`config.mk`:
```
export PLATFORM = sky130hd
export DESIGN_NAME = cpu_run_ctrl
export DESIGN_NICKNAME = d
export VERILOG_FILES = /design/src/rtl/cpu_ctrl_pkg.sv /design/src/rtl/ctrl_word_counter.sv /design/src/rtl/cpu_run_ctrl.sv
export SDC_FILE = /design/constraint.sdc
export NUM_CORES = 1
export LEC_CHECK = 0
export ABC_CLOCK_PERIOD_IN_PS = 3200
export BUFFER_PORTS_ARGS = -buffer_cell sky130_fd_sc_hd__buf_4
export CAP_MARGIN = 30
export CORE_ASPECT_RATIO = 1.5
export CORE_MARGIN = 4
export CORE_UTILIZATION = 40
export CTS_CLUSTER_DIAMETER = 100
export CTS_CLUSTER_SIZE = 20
export DETAILED_ROUTE_END_ITERATION = 7
export GPL_ROUTABILITY_DRIVEN = 0
export PLACE_DENSITY = 0.69
export SLEW_MARGIN = 20
export SYNTH_ARGS = -nofsm -noshare
export SYNTH_HDL_FRONTEND = slang
export SYNTH_SLANG_ARGS = --single-unit
```
`constraint.sdc`:
```
create_clock -name clk -period 3.2 [get_ports clk]
set_input_delay 0.16 -clock clk [delete_from_list [all_inputs] [get_ports clk]]
set_output_delay 0.16 -clock clk [all_outputs]
set_load 0.005 [all_outputs]
```
`src/rtl/cpu_ctrl_pkg.sv`:
```
// Shared types and helpers for the CPU run controller.
// The sequence states and the load-target encoding live here.
package cpu_ctrl_pkg;

    typedef enum logic [2:0] {
        IDLE,
        LOAD,
        RUN,
        DUMP_RD,
        DUMP_WAIT,
        DUMP_OUT,
        DONE
    } state_t;

    localparam logic TGT_IMEM = 1'b0;
    localparam logic TGT_DMEM = 1'b1;

    function automatic logic [31:0] byte_addr(input logic [31:0] idx, input logic [31:0] step);
        return idx * step;
    endfunction

endpackage

```
`src/rtl/ctrl_word_counter.sv`:
```
// Loadable up/down counter with a terminal-value compare flag.
// Priority: reset, clear, load, increment, decrement.
module ctrl_word_counter #(
    parameter int unsigned W = 8
) (
    input  logic         i_clk,
    input  logic         i_rst,
    input  logic         i_clr,
    input  logic         i_load,
    input  logic [W-1:0] i_load_val,
    input  logic         i_inc,
    input  logic         i_dec,
    input  logic [W-1:0] i_term,
    output logic [W-1:0] o_count,
    output logic         o_term
);

    logic [W-1:0] r_count;

    always_ff @(posedge i_clk) begin
        if (i_rst) begin
            r_count <= '0;
        end else if (i_clr) begin
            r_count <= '0;
        end else if (i_load) begin
            r_count <= i_load_val;
        end else if (i_inc) begin
            r_count <= r_count + W'(1);
        end else if (i_dec) begin
            r_count <= r_count - W'(1);
        end
    end

    assign o_count = r_count;
    assign o_term  = (r_count == i_term);

endmodule

```
`src/rtl/cpu_run_ctrl.sv`:
```
// Load / run / dump sequencer between the host test interface and the CPU top.
// Holds the CPU in reset while loading, runs it for a fixed cycle count, then streams data memory out.
module cpu_run_ctrl
    import cpu_ctrl_pkg::*;
#(
    parameter int unsigned ADDR_STEP  = 4,
    parameter int unsigned IMEM_WORDS = 512,
    parameter int unsigned DMEM_WORDS = 1024,
    parameter int unsigned RD_LAT     = 1
) (
    input  logic        clk,
    input  logic        rst,
    input  logic        start,
    input  logic [31:0] max_cycles,
    input  logic [10:0] dump_words,
    input  logic        ld_valid,
    output logic        ld_ready,
    input  logic        ld_target,
    input  logic        ld_last,
    input  logic [31:0] ld_data,
    output logic        cpu_arst_n,
    output logic        cpu_enable,
    output logic [31:0] addr_ext,
    output logic        wen_ext,
    output logic [31:0] wdata_ext,
    output logic [31:0] addr_ext_2,
    output logic        wen_ext_2,
    output logic        ren_ext_2,
    output logic [31:0] wdata_ext_2,
    input  logic [31:0] rdata_ext_2,
    output logic        dump_valid,
    output logic        dump_last,
    output logic [31:0] dump_data,
    input  logic        dump_ready,
    output logic        busy,
    output logic        done,
    output logic        load_err
);

    localparam int unsigned IW = $clog2(IMEM_WORDS + 1);
    localparam int unsigned DW = $clog2(DMEM_WORDS + 1);
    localparam int unsigned LW = (RD_LAT > 1) ? $clog2(RD_LAT + 1) : 1;

    state_t r_state, w_next;

    logic [IW-1:0] w_icnt;
    logic [DW-1:0] w_dcnt;
    logic [31:0]   w_run_cnt;
    logic [10:0]   w_dump_idx;
    logic          w_imem_full, w_dmem_full, w_run_last, w_dump_last;
    logic [10:0]   r_dump_n, w_dump_clamped;
    logic [LW-1:0] r_wait;
    logic [31:0]   r_dump_data;
    logic          r_load_err;

    logic w_start_ok, w_hs, w_iwr, w_dwr, w_full_hit, w_wait_end, w_dump_adv;

    assign w_start_ok     = start && ((r_state == IDLE) || (r_state == DONE));
    assign w_hs           = (r_state == LOAD) && ld_valid;
    assign w_iwr          = w_hs && (ld_target == TGT_IMEM) && !w_imem_full;
    assign w_dwr          = w_hs && (ld_target == TGT_DMEM) && !w_dmem_full;
    assign w_full_hit     = w_hs && ((ld_target == TGT_IMEM) ? w_imem_full : w_dmem_full);
    assign w_wait_end     = (r_state == DUMP_WAIT) && (r_wait == LW'(RD_LAT - 1));
    assign w_dump_adv     = (r_state == DUMP_OUT) && dump_ready && !w_dump_last;
    assign w_dump_clamped = (32'(dump_words) > DMEM_WORDS) ? 11'(DMEM_WORDS) : dump_words;

    ctrl_word_counter #(.W(IW)) u_imem_cnt (
        .i_clk(clk), .i_rst(rst), .i_clr(w_start_ok), .i_load(1'b0), .i_load_val('0),
        .i_inc(w_iwr), .i_dec(1'b0), .i_term(IW'(IMEM_WORDS)),
        .o_count(w_icnt), .o_term(w_imem_full)
    );

    ctrl_word_counter #(.W(DW)) u_dmem_cnt (
        .i_clk(clk), .i_rst(rst), .i_clr(w_start_ok), .i_load(1'b0), .i_load_val('0),
        .i_inc(w_dwr), .i_dec(1'b0), .i_term(DW'(DMEM_WORDS)),
        .o_count(w_dcnt), .o_term(w_dmem_full)
    );

    ctrl_word_counter #(.W(32)) u_run_cnt (
        .i_clk(clk), .i_rst(rst), .i_clr(1'b0), .i_load(w_start_ok), .i_load_val(max_cycles),
        .i_inc(1'b0), .i_dec(r_state == RUN), .i_term(32'd1),
        .o_count(w_run_cnt), .o_term(w_run_last)
    );

    ctrl_word_counter #(.W(11)) u_dump_cnt (
        .i_clk(clk), .i_rst(rst), .i_clr(w_start_ok), .i_load(1'b0), .i_load_val('0),
        .i_inc(w_dump_adv), .i_dec(1'b0), .i_term(r_dump_n - 11'd1),
        .o_count(w_dump_idx), .o_term(w_dump_last)
    );

    always_ff @(posedge clk) begin
        if (rst) begin
            r_state     <= IDLE;
            r_dump_n    <= '0;
            r_load_err  <= 1'b0;
            r_wait      <= '0;
            r_dump_data <= '0;
        end else begin
            r_state <= w_next;
            if (w_start_ok) begin
                r_dump_n   <= w_dump_clamped;
                r_load_err <= 1'b0;
            end else if (w_full_hit) begin
                r_load_err <= 1'b1;
            end
            if (r_state == DUMP_RD) begin
                r_wait <= '0;
            end else if (r_state == DUMP_WAIT) begin
                r_wait <= r_wait + LW'(1);
            end
            if (w_wait_end) begin
                r_dump_data <= rdata_ext_2;
            end
        end
    end

    always_comb begin
        w_next      = r_state;
        ld_ready    = 1'b0;
        cpu_arst_n  = 1'b0;
        cpu_enable  = 1'b0;
        addr_ext    = '0;
        wen_ext     = 1'b0;
        wdata_ext   = '0;
        addr_ext_2  = '0;
        wen_ext_2   = 1'b0;
        ren_ext_2   = 1'b0;
        wdata_ext_2 = '0;
        dump_valid  = 1'b0;
        dump_last   = 1'b0;
        dump_data   = r_dump_data;
        busy        = 1'b0;
        done        = 1'b0;
        load_err    = r_load_err;

        case (r_state)
            IDLE: begin
                if (start) w_next = LOAD;
            end
            LOAD: begin
                ld_ready = 1'b1;
                busy     = 1'b1;
                if (w_iwr) begin
                    wen_ext   = 1'b1;
                    addr_ext  = byte_addr(32'(w_icnt), 32'(ADDR_STEP));
                    wdata_ext = ld_data;
                end
                if (w_dwr) begin
                    wen_ext_2   = 1'b1;
                    addr_ext_2  = byte_addr(32'(w_dcnt), 32'(ADDR_STEP));
                    wdata_ext_2 = ld_data;
                end
                // a zero run length skips RUN; a zero dump length skips the dump
                if (ld_valid && ld_last) begin
                    if (w_run_cnt != '0)      w_next = RUN;
                    else if (r_dump_n != '0)  w_next = DUMP_RD;
                    else                      w_next = DONE;
                end
            end
            RUN: begin
                cpu_arst_n = 1'b1;
                cpu_enable = 1'b1;
                busy       = 1'b1;
                if (w_run_last) w_next = (r_dump_n != '0) ? DUMP_RD : DONE;
            end
            DUMP_RD: begin
                cpu_arst_n = 1'b1;
                busy       = 1'b1;
                ren_ext_2  = 1'b1;
                addr_ext_2 = byte_addr(32'(w_dump_idx), 32'(ADDR_STEP));
                w_next     = DUMP_WAIT;
            end
            DUMP_WAIT: begin
                cpu_arst_n = 1'b1;
                busy       = 1'b1;
                if (w_wait_end) w_next = DUMP_OUT;
            end
            DUMP_OUT: begin
                cpu_arst_n = 1'b1;
                busy       = 1'b1;
                dump_valid = 1'b1;
                dump_last  = w_dump_last;
                if (dump_ready) w_next = w_dump_last ? DONE : DUMP_RD;
            end
            DONE: begin
                cpu_arst_n = 1'b1;
                done       = 1'b1;
                if (start) w_next = LOAD;
            end
            default: w_next = IDLE;
        endcase

        // nothing reaches the memories or the CPU while reset is asserted
        if (rst) begin
            ld_ready    = 1'b0;
            cpu_arst_n  = 1'b0;
            cpu_enable  = 1'b0;
            addr_ext    = '0;
            wen_ext     = 1'b0;
            wdata_ext   = '0;
            addr_ext_2  = '0;
            wen_ext_2   = 1'b0;
            ren_ext_2   = 1'b0;
            wdata_ext_2 = '0;
            dump_valid  = 1'b0;
            dump_last   = 1'b0;
            dump_data   = '0;
            busy        = 1'b0;
            done        = 1'b0;
            load_err    = 1'b0;
        end
    end

endmodule

```
# Word-level counts from Yosys, hierarchy flattened
# Index checks and enable logic that the tools add are counted.
[totals] reg_bits=112 latchBits=0 mem_bits_rw=0 rom_bits=0 in_bits=114 output_inout_bits=171 word_cells=107 mem_count=0
[op_classes] addsub=6 n_mul=0 div=0 order_cmp=1 n_eq_ne=15 shift=0 n_mux=49 bitwise_logic=2 n_reduce_logical=25
[op_table] op="32-bit two-way mux" count=11
[op_table] op="32-bit by 1-bit == test with 1-bit output, second input constant" count=1
[op_table] op="32-bit nonzero test" count=1
[op_table] op="32-bit by 1-bit subtractor with 32-bit output, second input constant" count=1
[op_table] op="13-bit case mux with 2 select lines" count=1
[op_table] op="1-bit two-way mux" count=24
[op_table] op="12-bit two-way mux" count=2
[op_table] op="3-bit two-way mux" count=8
[op_table] op="11-bit by 1-bit adder with 11-bit output, second input constant" count=2
[op_table] op="3-bit case mux with 6 select lines" count=1
[op_table] op="13-bit two-way mux" count=1
[op_table] op="11-bit == test" count=1
[op_table] op="11-bit == test, second input constant" count=1
[op_table] op="11-bit greater-than comparator, second input constant" count=1
[op_table] op="1-bit logical AND" count=11
[op_table] op="11-bit two-way mux" count=1
[op_table] op="11-bit nonzero test" count=1
[op_table] op="11-bit by 1-bit subtractor with 11-bit output, second input constant" count=1
[op_table] op="10-bit by 1-bit adder with 10-bit output, second input constant" count=1
[op_table] op="10-bit == test, second input constant" count=1
[op_table] op="5-bit OR reduction" count=2
[op_table] op="3-bit == test, second input constant" count=3
[op_table] op="3-bit by 2-bit == test with 1-bit output, second input constant" count=2
[op_table] op="2-bit inequality test, second input constant" count=3
[op_table] op="other kinds (10)" count=16

# Logic depth before layout (Yosys ltp)
[logic_depth] word_depth=7 depth_mapped=10 depth_no_buf=9

# Modules after synthesis
# Synthesis repeated with hierarchy kept, for this count alone.
[unflattened] hier_cells=1373 area_unflattened_um2=10317.4
[modules_own_cells] mod="ctrl_word_counter at u_run_cnt" instances=1 cells_each=484 area_each_um2=3656.0 seq_area_each_um2=640.6
[modules_own_cells] mod="cpu_run_ctrl" instances=1 cells_each=477 area_each_um2=3460.8 seq_area_each_um2=960.9
[modules_own_cells] mod="ctrl_word_counter at u_dump_cnt" instances=1 cells_each=148 area_each_um2=1138.6 seq_area_each_um2=220.2
[modules_own_cells] mod="ctrl_word_counter at u_dmem_cnt" instances=1 cells_each=133 area_each_um2=1057.3 seq_area_each_um2=220.2
[modules_own_cells] mod="ctrl_word_counter at u_imem_cnt" instances=1 cells_each=131 area_each_um2=1004.7 seq_area_each_um2=200.2

# Worst setup path after synthesis
# No wires, ideal clock.
[synth_path] path_type="register -> register" startpoint="register r_dump_n[0]" endpoint="register u_dump_cnt.r_count[8], in the netlist u_dump_cnt.o_count[8]" setup_time_ps=71 arrival_ps=2308 required_ps=3129 setup_slack_ps=821 path_stages_with_launch=10 n_path_buf=0 synth_period_minus_slack_ps=2379 path_cell_list="dfxtp_1 -> inv_1 -> ha_1 -> nor3b_1 -> and3_1 -> a211o_1 -> a31oi_2 -> o31ai_2 -> or4_1 -> a21oi_1"
[synth_via] elab_chain_cells=4
[synth_lines] element="start: declaration" line="cpu_run_ctrl.sv:51" text="logic [10:0] r_dump_n, w_dump_clamped;"
[synth_lines] element="start signal: assignment" line="cpu_run_ctrl.sv:101" text="r_dump_n <= w_dump_clamped;"
[synth_lines] element="11-bit by 1-bit subtractor with 11-bit output" line="cpu_run_ctrl.sv:87" text=".i_inc(w_dump_adv), .i_dec(1'b0), .i_term(r_dump_n - 11'd1),"
[synth_lines] element="11-bit == test" line="ctrl_word_counter.sv:35" text="assign o_term = (r_count == i_term);"
[synth_lines] element="1-bit logical NOT" line="cpu_run_ctrl.sv:64" text="assign w_dump_adv = (r_state == DUMP_OUT) && dump_ready && !w_dump_last;"
[synth_lines] element="1-bit logical AND" line="cpu_run_ctrl.sv:64"
[synth_lines] element="end signal: assignment" line="ctrl_word_counter.sv:26" text="r_count <= i_load_val;"
[synth_lines] element="end signal: assignment" line="ctrl_word_counter.sv:28" text="r_count <= r_count + W'(1);"
[synth_lines] element="end signal: assignment" line="ctrl_word_counter.sv:30" text="r_count <= r_count - W'(1);"
[synth_lines] element="end: declaration" line="ctrl_word_counter.sv:18" text="logic [W-1:0] r_count;"
# No other way between the ends.
# A chain may end at the register's enable or synchronous reset.

# Worst setup path in the final report
[layout_path] startpoint="register r_state[2]" endpoint="output port wdata_ext_2[13]"
[layout_via] elab_chain_cells=7
[layout_lines] element="start: declaration" line="cpu_run_ctrl.sv:44" text="state_t r_state, w_next;"
[layout_lines] element="start signal: assignment" line="cpu_run_ctrl.sv:99" text="r_state <= w_next;"
[layout_lines] element="3-bit by 1-bit == test with 1-bit output *" line="cpu_run_ctrl.sv:59, cpu_run_ctrl.sv:136"
[layout_lines] element="1-bit logical AND" line="cpu_run_ctrl.sv:59" text="assign w_hs = (r_state == LOAD) && ld_valid;"
[layout_lines] element="1-bit logical AND (2 in a row)" line="cpu_run_ctrl.sv:61" text="assign w_dwr = w_hs && (ld_target == TGT_DMEM) && !w_dmem_full;"
[layout_lines] element="32-bit two-way mux" line="cpu_run_ctrl.sv:148" text="if (w_dwr) begin"
[layout_lines] element="32-bit two-way mux *" line="cpu_run_ctrl.sv:136" text="case (r_state)"
[layout_lines] element="32-bit two-way mux *" line="cpu_run_ctrl.sv:194" text="if (rst) begin"
[layout_lines] element="end: declaration" line="cpu_run_ctrl.sv:29" text="output logic [31:0] wdata_ext_2,"
# Mark *: on every way between the ends. The rest lies on a longest branch, timed or not.

==> flow_summary_export.csv <==
group,metric,value,unit
run_status,outcome,"finished clean",
cts,clockBufferDepth,2,
worst_setup_path,critPathBufInv,2,
worst_setup_path,cp-end-kind,"output port",
cells_and_area,syn2layout_area_growth,32.18,%
synth,synth.cell_area,6676,um2
timing,fin_crit_sh,0.9081,
timing,max_slew_margin,0.4886,
synth,yosys_warnings,0,
worst_setup_path,reg2reg_depth,9,
timing,setup_violations,0,
detailed_routing,postRouteAntennaNets,0,
timing,rsz0062_at_grt,"false",
worst_setup_path,crit_top_cell,"buf_4",
power,cellLeakagePower,3.826,nW
global_routing,antenna_found_initial,0,
cts,h-tree-depth,3,
global_routing,gr-usage-all-layers,0.2077,
cts,cts.clk_slew.worst_paths,0.07,ns
power,ir_drop,0.0002380,V
synth,synth-async-reset-ratio,0,
worst_setup_path,cp_cell_sequence,"nor4bb_1, and2_1, nor2b_2, buf_4, and3_1, buf_4",
cts,postCtsResizedCells,0,
floorplan,fp-row-count,57,
placement,port_buffers,241,
cells_and_area,drive_above_1_share,0.2720,
floorplan,die_h,166.2,um
synth,postSynthAreaPerCell,7.736,um2
cells_and_area,fin_util,0.5403,
detailed_routing,drt_iter0_drc,321,
detailed_routing,vias_per_cell,5.169,
placement,dp_hpwl,15.30,mm
synth,synth_top_cell_by_area,"dfxtp_1",
floorplan,coreArea,16330,um2
worst_setup_path,cpPeakStageDelay,0.53,ns
cts,ctsHoldBuffers,0,
detailed_routing,wl_per_cell,15.62,um
cts,cts_buffers,9,
synth,yosysMostFrequentCell,"dfxtp_1",
cells_and_area,seq_area,2242,um2
synth,ys_types,67,
min_path,hold_depth,2,
min_path,hp-class,"in -> reg",
global_routing,grt_max_degree,60,
floorplan,io_pins,285,
floorplan,die-area,18860,um2
worst_setup_path,r2r-end,"r_state[0]",
synth,synth_edf_count,0,
cts,cts_setup_buffers,0,
worst_setup_path,cp-start-kind,"flop",
timing,layout_min_cycle_time,2.906,ns
synth,synth-seq-cells,112,
timing,slew_viol_final,0,
placement,dpl_cell_area,8509,um2
detailed_routing,wirelength,20.10,mm
power,cellPowerDensity,384.4,nW/um2
cts,insertion_delay,0.36,ns
flow_run,cap_violations,0,
timing,tns,0,ns
cells_and_area,multi_input_comb_area,4043,um2
detailed_routing,drcViolationCount,0,
synth,yosysTopAreaCellShare,0.3358,
global_routing,grt_pass1_wl,32.51,mm
global_routing,grt_overflow,0,
detailed_routing,vias,6652,
cells_and_area,nFillCells,1616,
synth,synthFlopType,"dfxtp_1",
min_path,min-delay-start,"dump_words[7]",
worst_setup_path,setup.worst_path.class,"reg -> out",
floorplan,start_util,0.4088,
cells_and_area,nets,1198,
global_routing,grt_pass1_vias,6390,
worst_setup_path,crit_family,"simple AND/OR/NAND/NOR gates",
synth,netlist_top_cells_count,"dfxtp_1 (112), nand2_1 (107), nor2_1 (76)",
worst_setup_path,rr_startpoint,"r_dump_n[0]",
floorplan,die_width,113.5,um
detailed_routing,dr.pass1.iters,5,
synth,synthCells,863,
worst_setup_path,crit_arrival,2.75,ns
cts,cts_sinks,112,
cts,cts_tree,"done",
timing,hold_viol,0,
synth,yosysSeqAreaShare,0.3358,
timing,fin_worst_skew,0.006146,ns
min_path,hold_end,"r_dump_n[7]",
timing,max_freq,344.1,MHz
cells_and_area,fin_area,8825,um2
worst_setup_path,r2r_setup_slack,0.48,ns
worst_setup_path,cp_slowest_cell,"nor4bb_1",
worst_setup_path,critPathMaxFanout,37,
cts,root_buffer,"clkbuf_16",
timing,tightest_slew,0.7607,ns
synth,netlist_top_cells_area,"dfxtp_1 (34%), nand2_1 (6.0%), a21oi_1 (4.9%)",
worst_setup_path,required,3.04,ns
cells_and_area,antenna_cells,0,
==> cell families (layout without fill, tap and decap cells) <==
logic type / count (synthesis) / count (layout) / synth area share
adders and majority gates: 8 / 8 / 0.01499
and+or+nand+nor: 421 / 421 / 0.3400
AOI/OAI and AO/OA: 160 / 160 / 0.1527
DFF: 112 / 112 / 0.3358
buffers and inverters: 108 / 284 / 0.08527
muxes: 5 / 5 / 0.007684
xor gates and xnor gates: 48 / 48 / 0.06297
other: 1 / 43 / 0.0005617
==> flip-flops by register name (all words and copies together) (netlist names) <==
signal / flops
r_dump_data: 32
u_run_cnt.o_count: 32
r_dump_n: 11
u_dmem_cnt.o_count: 11
u_dump_cnt.o_count: 11
u_imem_cnt.o_count: 10
r_state: 3
r_load_err: 1
r_wait: 1
==> cell type report <==
| type | instances | share of cell area |
|---|---|---|
| flip-flops and latches | 112 | 0.2541 |
| clock inverters | 5 | 0.007089 |
| clock buffers | 11 | 0.02864 |
| multi-input cells | 685 | 0.4581 |
| repair buffers | 256 | 0.2178 |
| well taps | 206 | 0.02921 |
| inverters | 12 | 0.005104 |
==> through the flow <==
step | hold WS (ns) | cells | total power, W | worst slack (ns)
after floorplan | 0.2746 | 905 | 0.002006 | 0.8211
after global placement | 0.3809 | 1271 | 0.002228 | 0.5757
after detailed placement | 0.3871 | 1271 | 0.002237 | 0.5069
after CTS | 0.01494 | 1287 | 0.003425 | 0.3026
after global routing | 0.01629 | 1287 | 0.003569 | 0.001548
final | 0.02371 | 1287 | 0.003393 | 0.2939
==> worst register-to-register path, stage by stage, from the launching register on <==
cell and delay [ns]:
dfxtp_1 0.41, inv_1 0.08, ha_1 0.27, o21ba_1 0.19
a221oi_1 0.29, a41o_1 0.13, nand4_1 0.16, nor3_2 0.66
nor2_1 0.09, o311a_1 0.34
==> how the worst max path moves through the flow <==
stage / start / end / depth (start not counted)
2_1_floorplan: r_dump_n[0] / u_dump_cnt.o_count[8] / 9
3_3_place_gp: r_dump_n[2] / r_state[0] / 7
3_5_place_dp: r_dump_n[0] / r_state[0] / 9
4_1_cts: r_state[2] / wdata_ext_2[13] / 6
5_1_grt: r_state[1] / wdata_ext[13] / 7
6_report: r_state[2] / wdata_ext_2[13] / 6
==> placed cells by master (no fill, tap or decap), types with 13 or more instances in the layout <==
cell type,instances
o21ai_0,17
buf_4,256
dfxtp_1,112
a211oi_1,21
xnor2_1,24
a21oi_1,66
nor2b_1,36
conb_1,43
and2_1,46
nor2_1,76
nor3_1,16
nand2_1,107
and3_1,46
nand3_1,13
or3_1,16
xor2_1,24
==> power by group <==
| group | total (W) | internal, W | switching, W | leakage (nW) |
|---|---|---|---|---|
| Clock | 0.00119 | 0.000657 | 0.000529 | 0.154 |
| Sequential | 0.00154 | 0.00146 | 0.0000768 | 0.910 |
| Combinational | 0.000668 | 0.000310 | 0.000357 | 2.76 |
==> per-layer routing <==
metal	global-route usage	vias to the layer above	part of all wire
li1	-	3339	-
met1	0.2543	3072	0.41
met2	0.3488	207	0.49
met3	0.04958	34	0.069
met4	0.07897	0	0.023
met5	0	-	0
No activity file was read; power rests on OpenSTA's default activity.
